--- src/rtl/regfile_write_arbiter_if.sv ---
// Bundles the writeback request bus and the regfile write-port outputs of the
// write arbiter. The arbiter takes the slave side. A pipeline or bench drives
// the requests through the master side.
interface regfile_write_arbiter_if #(
    parameter int DATA_W = 24,
    parameter int ADDR_W = 4,
    parameter int NREQ   = 3,
    parameter int CNT_W  = 16
);
    logic                     hold;
    logic [NREQ-1:0]          req_valid;
    logic [NREQ*ADDR_W-1:0]   req_addr;
    logic [NREQ*DATA_W-1:0]   req_data;
    logic [NREQ-1:0]          req_ready;
    logic                     reg_write_en;
    logic [ADDR_W-1:0]        reg_write_dest;
    logic [DATA_W-1:0]        reg_write_data;
    logic [2:0]               last_grant;
    logic [CNT_W-1:0]         wr_count;
    logic [CNT_W-1:0]         drop_count;

    modport master (
        output hold, req_valid, req_addr, req_data,
        input  req_ready, reg_write_en, reg_write_dest, reg_write_data,
               last_grant, wr_count, drop_count
    );

    modport slave (
        input  hold, req_valid, req_addr, req_data,
        output req_ready, reg_write_en, reg_write_dest, reg_write_data,
               last_grant, wr_count, drop_count
    );
endinterface

--- src/rtl/regfile_write_arbiter.sv ---
// Round-robin arbiter that shares the single regfile write port among NREQ
// writeback requesters. The grant is combinational and the regfile write is
// registered, so the arbiter issues one write per cycle. The arbiter accepts
// writes to R0 and discards them.
module regfile_write_arbiter #(
    parameter int DATA_W = 24,
    parameter int ADDR_W = 4,
    parameter int NREQ   = 3,
    parameter int CNT_W  = 16
) (
    input logic                   clk,
    input logic                   rst,    // active-low, asynchronous
    regfile_write_arbiter_if.slave bus
);
    localparam int PTR_W = (NREQ > 1) ? $clog2(NREQ) : 1;

    logic [PTR_W-1:0]  r_rr_ptr;
    logic              r_write_en;
    logic [ADDR_W-1:0] r_write_dest;
    logic [DATA_W-1:0] r_write_data;
    logic [2:0]        r_last_grant;
    logic [CNT_W-1:0]  r_wr_count;
    logic [CNT_W-1:0]  r_drop_count;

    logic [NREQ-1:0]   w_ready;
    logic [PTR_W-1:0]  w_gnt_idx;
    logic              w_hs;
    logic [ADDR_W-1:0] w_sel_addr;
    logic [DATA_W-1:0] w_sel_data;
    logic [PTR_W-1:0]  w_next_ptr;

    // Grant: pick the first valid requester at or after rr_ptr. The scan runs
    // from the farthest slot down to the nearest, so the nearest match is the
    // last assignment and wins. This removes the need for a found flag.
    always_comb begin
        int idx;
        w_ready   = '0;
        w_gnt_idx = '0;
        w_hs      = 1'b0;
        idx       = 0;
        if (rst && !bus.hold) begin
            for (int k = NREQ - 1; k >= 0; k--) begin
                idx = int'(r_rr_ptr) + k;
                if (idx >= NREQ) idx = idx - NREQ;
                if (bus.req_valid[idx]) begin
                    w_gnt_idx = PTR_W'(idx);
                    w_hs      = 1'b1;
                end
            end
        end
        w_ready[w_gnt_idx] = w_hs;
    end

    // Mux out the granted requester's payload and the next pointer position
    always_comb begin
        w_sel_addr = bus.req_addr[int'(w_gnt_idx)*ADDR_W +: ADDR_W];
        w_sel_data = bus.req_data[int'(w_gnt_idx)*DATA_W +: DATA_W];
        w_next_ptr = (int'(w_gnt_idx) == NREQ - 1) ? '0 : w_gnt_idx + PTR_W'(1);
    end

    // Register the write. An R0 write counts as a drop and leaves dest/data
    // untouched. With no handshake, only the write enable falls.
    always_ff @(posedge clk or negedge rst) begin
        if (!rst) begin
            r_rr_ptr     <= '0;
            r_write_en   <= 1'b0;
            r_write_dest <= '0;
            r_write_data <= '0;
            r_last_grant <= '0;
            r_wr_count   <= '0;
            r_drop_count <= '0;
        end else if (w_hs) begin
            r_rr_ptr     <= w_next_ptr;
            r_last_grant <= 3'(w_gnt_idx);
            if (w_sel_addr != '0) begin
                r_write_en   <= 1'b1;
                r_write_dest <= w_sel_addr;
                r_write_data <= w_sel_data;
                r_wr_count   <= r_wr_count + CNT_W'(1);
            end else begin
                r_write_en   <= 1'b0;
                r_drop_count <= r_drop_count + CNT_W'(1);
            end
        end else begin
            r_write_en <= 1'b0;
        end
    end

    assign bus.req_ready      = w_ready;
    assign bus.reg_write_en   = r_write_en;
    assign bus.reg_write_dest = r_write_dest;
    assign bus.reg_write_data = r_write_data;
    assign bus.last_grant     = r_last_grant;
    assign bus.wr_count       = r_wr_count;
    assign bus.drop_count     = r_drop_count;
endmodule
--- src/flat_wrapper.sv ---
// flat-port wrapper written by rule: the top's interface ports become plain ports
module regfile_write_arbiter_flat 
#(
    parameter int DATA_W = 24,
    parameter int ADDR_W = 4,
    parameter int NREQ   = 3,
    parameter int CNT_W  = 16
)
  (clk, rst, bus_hold, bus_req_valid, bus_req_addr, bus_req_data, bus_req_ready, bus_reg_write_en, bus_reg_write_dest, bus_reg_write_data, bus_last_grant, bus_wr_count, bus_drop_count);
  regfile_write_arbiter_if #(.DATA_W(DATA_W), .ADDR_W(ADDR_W), .NREQ(NREQ), .CNT_W(CNT_W)) bus_i ();
  input logic clk;
  input logic rst;
  input wire logic [$bits(bus_i.hold)-1:0] bus_hold;
  input wire logic [$bits(bus_i.req_valid)-1:0] bus_req_valid;
  input wire logic [$bits(bus_i.req_addr)-1:0] bus_req_addr;
  input wire logic [$bits(bus_i.req_data)-1:0] bus_req_data;
  output wire logic [$bits(bus_i.req_ready)-1:0] bus_req_ready;
  output wire logic [$bits(bus_i.reg_write_en)-1:0] bus_reg_write_en;
  output wire logic [$bits(bus_i.reg_write_dest)-1:0] bus_reg_write_dest;
  output wire logic [$bits(bus_i.reg_write_data)-1:0] bus_reg_write_data;
  output wire logic [$bits(bus_i.last_grant)-1:0] bus_last_grant;
  output wire logic [$bits(bus_i.wr_count)-1:0] bus_wr_count;
  output wire logic [$bits(bus_i.drop_count)-1:0] bus_drop_count;
  assign bus_i.hold = bus_hold;
  assign bus_i.req_valid = bus_req_valid;
  assign bus_i.req_addr = bus_req_addr;
  assign bus_i.req_data = bus_req_data;
  assign bus_req_ready = bus_i.req_ready;
  assign bus_reg_write_en = bus_i.reg_write_en;
  assign bus_reg_write_dest = bus_i.reg_write_dest;
  assign bus_reg_write_data = bus_i.reg_write_data;
  assign bus_last_grant = bus_i.last_grant;
  assign bus_wr_count = bus_i.wr_count;
  assign bus_drop_count = bus_i.drop_count;
  regfile_write_arbiter #(.DATA_W(DATA_W), .ADDR_W(ADDR_W), .NREQ(NREQ), .CNT_W(CNT_W)) u_core (.clk(clk), .rst(rst), .bus(bus_i));
endmodule
--- config.mk ---
export PLATFORM = sky130hd
export DESIGN_NAME = regfile_write_arbiter_flat
export DESIGN_NICKNAME = d
export VERILOG_FILES = /design/src/rtl/regfile_write_arbiter_if.sv /design/src/rtl/regfile_write_arbiter.sv /design/src/flat_wrapper.sv
export SDC_FILE = /design/constraint.sdc
export NUM_CORES = 1
export LEC_CHECK = 0
export BUFFER_PORTS_ARGS = -buffer_cell sky130_fd_sc_hd__buf_4
export CAP_MARGIN = 25
export CELL_PAD_IN_SITES_DETAIL_PLACEMENT = 1
export CELL_PAD_IN_SITES_GLOBAL_PLACEMENT = 1
export CORE_ASPECT_RATIO = 1.5
export CORE_MARGIN = 10
export CORE_UTILIZATION = 34
export CTS_BUF_LIST = sky130_fd_sc_hd__clkbuf_8 sky130_fd_sc_hd__clkbuf_16
export DETAILED_ROUTE_END_ITERATION = 16
export GPL_TIMING_DRIVEN = 0
export HOLD_SLACK_MARGIN = 0.08
export PLACE_DENSITY_LB_ADDON = 0.1
export REMOVE_ABC_BUFFERS = 1
export SLEW_MARGIN = 20
export SYNTH_ARGS = -nofsm -noshare
export SYNTH_HDL_FRONTEND = slang
export SYNTH_SLANG_ARGS = --single-unit
--- constraint.sdc ---
create_clock -name clk -period 3.9 [get_ports clk]
set_input_delay 0 -clock clk [delete_from_list [all_inputs] [get_ports clk]]
set_output_delay 0 -clock clk [all_outputs]
set_load 0.03 [all_outputs]
* Word level (Yosys, flattened, before mapping)
Cells that the tools add are included.
** Storage, ports and cells
- Input bits :: 90
- Bits in registers :: 65
- Output and inout bits :: 67
** Operators by class
- Order comparisons :: 8
- Multiplexer cells :: 28
- Add/sub/neg operators :: 8
- Shift-type cells :: 2
- Equal/unequal tests :: 1
- Reductions and logical operators :: 6
- Bitwise gates (word level) :: 2
- $mul :: 1
** Operators with widths (count)
- $mux 32 :: 6
- $lt 32x4->1 const B :: 3
- $shiftx 72x32->24 :: 1
- $ge 32x3->1 const B :: 2
- $sub 32x3->32 const B :: 2
- $add 16x1->16 const B :: 2
- $mux 1 :: 13
- $shiftx 12x5->4 :: 1
- $mux 2 :: 5
- $bmux 1 s2 :: 3
- $mul 2x2->4 const B :: 1
- $reduce_and 2->1 :: 2
- $reduce_bool 4->1 :: 1
- $add 2x1->3 const B :: 1
- $add 2x2->3 const B :: 1
- $and 3x3->3 :: 1
- $lt 2x3->1 const B :: 1
- $sub 2x2->3 const B :: 1
- $add 2x1->2 const B :: 1
- $demux 1 s2 :: 1
- $eq 2x2->1 const B :: 1
- $ge 2x1->1 const B :: 1
- $ge 2x2->1 const B :: 1
- $logic_and 1x1->1 :: 2
- other kinds (2) :: 2

* Longest topological paths before layout
- Depth in word-level cells :: 16
- Depth in mapped cells :: 14
- Gate-level depth less buffers :: 11

* Worst setup path before layout
Ideal clock, no wire load.
- Path kind :: reg-to-reg
- Start point :: reg u_core.r_rr_ptr[0]
- End point :: reg u_core.r_drop_count[1] (netlist: u_core.bus.drop_count[1])
- Required time :: 3.775 ns
- Stages on the path, launching flop included :: 13
- Path buffers :: 2
- Path slack :: 0.747 ns
- Clock period less this slack :: 3.153 ns
- Arrival time :: 3.028 ns
- Path through :: dfrtp_1 inv_1 ha_1 buf_6 a21bo_1 a22o_4 a32o_2 a31oi_1 a21oi_1 or4_1 buf_2 or2_1 mux2_4
** On the way
- Longest elaborated chain between the ends :: 15
** Ends and longest elaborated chain
- start: declaration :: line regfile_write_arbiter.sv:17 : logic [PTR_W-1:0] r_rr_ptr;
- start signal: assignment :: line regfile_write_arbiter.sv:73 : r_rr_ptr <= w_next_ptr;
- $add 2x2->3 :: line regfile_write_arbiter.sv:43 : idx = int'(r_rr_ptr) + k;
- $sub 32x3->32 or $ge 32x3->1 (tied branches) :: line regfile_write_arbiter.sv:44 : if (idx >= NREQ) idx = idx - NREQ;
- $mux 32 :: line regfile_write_arbiter.sv:44
- $mux 32 :: line regfile_write_arbiter.sv:41 : if (rst && !bus.hold) begin
- $bmux 1 s2 :: line regfile_write_arbiter.sv:45 : if (bus.req_valid[idx]) begin
- $mux 1 (implied by the code) (2 in series) :: line regfile_write_arbiter.sv:45
- $mux 2 (3 in series) :: line regfile_write_arbiter.sv:45
- $mux 2 :: line regfile_write_arbiter.sv:41
- $shiftx 12x5->4 :: line regfile_write_arbiter.sv:56 : w_sel_addr = bus.req_addr[int'(w_gnt_idx)*ADDR_W +: ADDR_W];
- $reduce_bool 4->1 :: line regfile_write_arbiter.sv:75 : if (w_sel_addr != '0) begin
- $not 1->1 (no line)
- $reduce_and 2->1 (no line) *
- end signal: assignment :: line regfile_write_arbiter.sv:82 : r_drop_count <= r_drop_count + CNT_W'(1);
- end: declaration :: line regfile_write_arbiter.sv:23 : logic [CNT_W-1:0] r_drop_count;
Mark *: on every way between the ends. The rest lies on a longest branch, timed or not. The select of a mux whose other input is x is not followed.
A chain may end at the register's enable or synchronous reset.

* Final worst setup path
- Start point :: reg u_core.r_rr_ptr[0]
- End point :: reg u_core.r_wr_count[1] (netlist: u_core.bus.wr_count[1])
** On the way
- Longest elaborated chain between the ends :: 14
** Ends and longest elaborated chain
- $add 2x2->3 :: line regfile_write_arbiter.sv:43
- $sub 32x3->32 or $ge 32x3->1 (tied branches) :: line regfile_write_arbiter.sv:44
- $mux 32 :: line regfile_write_arbiter.sv:44
- $mux 32 :: line regfile_write_arbiter.sv:41
- $bmux 1 s2 :: line regfile_write_arbiter.sv:45
- $mux 1 (implied by the code) (2 in series) :: line regfile_write_arbiter.sv:45
- $mux 2 (3 in series) :: line regfile_write_arbiter.sv:45
- $mux 2 :: line regfile_write_arbiter.sv:41
- $shiftx 12x5->4 :: line regfile_write_arbiter.sv:56
- $reduce_bool 4->1 :: line regfile_write_arbiter.sv:75
- $reduce_and 2->1 (no line) *
- end signal: assignment :: line regfile_write_arbiter.sv:79 : r_wr_count <= r_wr_count + CNT_W'(1);
- end: declaration :: line regfile_write_arbiter.sv:22 : logic [CNT_W-1:0] r_wr_count;
Marked as above.

==> flow_metrics.tcl <==
set metrics [dict create \
    status "completed" \
    drt-wirelength-per-cell_um 17.8 \
    finalSetupViolations 0 \
    worst_slew_pin_slew_ps 606 \
    ys_async_sr_fraction_pct 100 \
    grt_max_degree 66 \
    hp-class "in2reg" \
    cts_buffers 9 \
    dp_hpwl_mm 9.80 \
    grt.busiest_layer "met2" \
    synth_seq_cells 65 \
    antenna_found_initial 0 \
    grt_use_met3_pct 6.86 \
    syn_avg_cell_area_sq_um 8.97 \
    drive_above_1_share_pct 36.4 \
    use_met1_pct 17.4 \
    grt_pass1_vias 4047 \
    drc 0 \
    finalNonFillerCells 726 \
    finClkSkew_ps 6.20 \
    die_y_um 145 \
    antennaDiodeCount 0 \
    combinationalPowerShare_pct 49.7 \
    core_region_area_sq_um 10200 \
    synthTopCellsByCount "nand2_1 (87), dfrtp_1 (65), a21oi_1 (53)" \
    yosysTopAreaCellShare_pct 45.7 \
    nNetsFinal 675 \
    power.switching_w 0.00155 \
    finalCriticalPeriod_ps 3730 \
    path_class "reg2reg" \
    holdPathEnd "u_core.bus.reg_write_data[0]" \
    peakVddDrop_v 0.000324 \
    die_area_sq_um 15100 \
    cts-root-buf "clkbuf_16" \
    port_buffers 155 \
    yosysMostFrequentCell "nand2_1" \
    die_x_um 104 \
    start_util_pct 35.0 \
    rsz0062_at_grt "yes" \
    crit_path_end_kind "flip-flop" \
    rows 45 \
    ant_nets 0 \
    synth_warnings 0 \
    synth_cell_type_count 53 \
    tritoncts "built" \
    cp_slowest_cell "dfrtp_1" \
    start_kind "flip-flop" \
    synth_flop_cell "dfrtp_1" \
    dr.pass1.iters 4 \
    use_met2_pct 30.4 \
    vias_per_cell 4.96 \
    ys_seq_area_share_pct 45.7 \
    yosys-top-cells-area "dfrtp_1 (46%), nand2_1 (9.2%), a21oi_1 (7.4%)" \
    cts_sinks 65 \
    syn2layout_area_growth_pct 55.7 \
    hold_viol_final 0 \
    synthesis.area_sq_um 3560 \
    gp_congestion 0.745 \
    pin_count 157 \
    critPathArrivalTime_ps 3950 \
    r2r_setup_slack_ps 170 \
    syn_inst 397 \
    period_share_pct 95.7 \
    grt_use_total_pct 17.0 \
    pre_cts_slack_ps -386 \
    first_iter_violations 64 \
    maxCapViolCount 0 \
    reg2reg_to "u_core.bus.wr_count[1]" \
    switching_share_pct 43.2 \
    whs_ps 91.2 \
    overflow 0 \
    crit_fanout 18 \
    dr_total_vias 3602 \
    grt_pass1_wl_mm 21.0 \
    final_util_pct 54.4 \
    worstHoldStart "bus_req_data[24]" \
    cts.path.max_buffers 2 \
    slowest_delay_ps 410 \
    cts_htree_levels 3 \
    p_clk_share_pct 21.4 \
    final.setup.worst_slack_ps 170 \
    wirelength_mm 12.9 \
    path_clk_slew_ps 60 \
    power.leakage_nw 2.75 \
    r2r_start "u_core.r_rr_ptr[0]" \
    required_ps 4120 \
    slew_headroom_pct 59.5 \
    fmax_mhz 268 \
    rr_worst_depth 14 \
    internal_power_w 0.00204 \
    dp_cells 677 \
    cp_cell_sequence "inv_1 > ha_2 > a21bo_1 > a22o_4 > a311oi_4 > buf_4 > nor2b_1 > a21oi_2 > o41ai_4 > buf_6 > buf_8 > buf_4 > buf_6 > mux2_2" \
    p_seq_share_pct 28.9 \
    synth_edf_count 0 \
    synth_top_area_cell "dfrtp_1" \
    p_per_area_nw_per_um2 648 \
    slew_viol_final 0 \
    clk_latency_ps 330 \
    min_path_cells 5 \
]
==> layout make-up <==
cell class              count  area (sq um)
clock buffers              11           253
clock inverters             5          40.0
fillers                  1180          4640
inverters                   8          30.0
multi-input cells         300          1830
flip-flops and latches     65          1630
well taps                 141           176
repair buffers            196          1590
==> layer usage <==
layer | routed length, um | part of all wire (%)
met1 | 4810 | 37
met2 | 6850 | 53
met3 | 1060 | 8.2
met4 | 196 | 1.5
met5 | 0 | 0
==> power by group through the flow <==
stage,Clock (W),Combinational [W],Sequential (W)
3_3_place_gp,0,0.00165,0.00104
5_1_grt,0.000825,0.00193,0.00108
2_1_floorplan,0,0.000649,0.00141
6_report,0.000769,0.00179,0.00104
3_5_place_dp,0,0.00174,0.00105
4_1_cts,0.000788,0.00179,0.00104
==> cell families after synthesis <==
family	Yosys count	synth area share, %
compound gates	103	17.2
other cells	1	0.105
fa+ha+maj	5	1.76
xor+xnor	30	7.38
simple gates	152	20.9
buf+inv	32	4.21
flops	65	45.7
mux	9	2.84
==> per-stage QoR <==
stage / total power, W / cell area (sq um) / setup TNS, ps
2_1_floorplan: 0.00206 / 3440 / -110470
3_3_place_gp: 0.00269 / 4780 / -207610
3_5_place_dp: 0.00279 / 4900 / -8630
4_1_cts: 0.00363 / 5520 / 0
5_1_grt: 0.00384 / 5550 / -27.8
6_report: 0.00360 / 5550 / 0
==> cell usage in the layout, fill, tap and decap left out, types with 7 or more instances in the layout <==
cell	Yosys	layout
a21oi_1	53	51
buf_4	2	163
clkbuf_16	0	9
dfrtp_1	65	65
dlygate4sd3_1	0	25
inv_1	7	7
nand2_1	87	86
nand3_1	12	12
nor2_1	9	9
nor2b_1	7	7
nor3_1	8	8
o21ai_0	30	30
xor2_1	25	25
==> registers in the layout (all words and copies together), names as in the netlist <==
| signal | count |
|---|---|
| u_core.bus.last_grant | 2 |
| u_core.bus.wr_count | 16 |
| u_core.bus.reg_write_dest | 4 |
| u_core.r_rr_ptr | 2 |
| u_core.bus.reg_write_en | 1 |
| u_core.bus.reg_write_data | 24 |
| u_core.bus.drop_count | 16 |
==> repair_timing <==
item,in CTS,in global routing
gates cloned,0,0
endpoints found under the hold margin,89,0
gates resized for setup,3,5
hold buffers,26,0
buffers inserted,6,1
endpoints found under the setup margin,41,18
pin swaps,3,1
==> critical path, delay by kind of cell, from the launching register on <==
kind	cells	cell delay (ps)
compound gates	5	1260
buf+inv	6	1090
fa+ha+maj	1	340
simple gates	1	160
flops	1	410
mux	1	340
==> worst max path at each step <==
stage | start | end | slack [ps] | cells after the start
5_1_grt | u_core.r_rr_ptr[0] | u_core.bus.wr_count[1] | -20 | 14
6_report | u_core.r_rr_ptr[0] | u_core.bus.wr_count[1] | 170 | 14
4_1_cts | u_core.r_rr_ptr[0] | u_core.bus.wr_count[1] | 10 | 13
3_5_place_dp | u_core.r_rr_ptr[0] | u_core.bus.wr_count[1] | -390 | 13
3_3_place_gp | u_core.r_rr_ptr[0] | u_core.bus.wr_count[7] | -4480 | 10
2_1_floorplan | u_core.r_rr_ptr[0] | u_core.bus.wr_count[7] | -2480 | 10
Power figures use the tool's default switching activity.
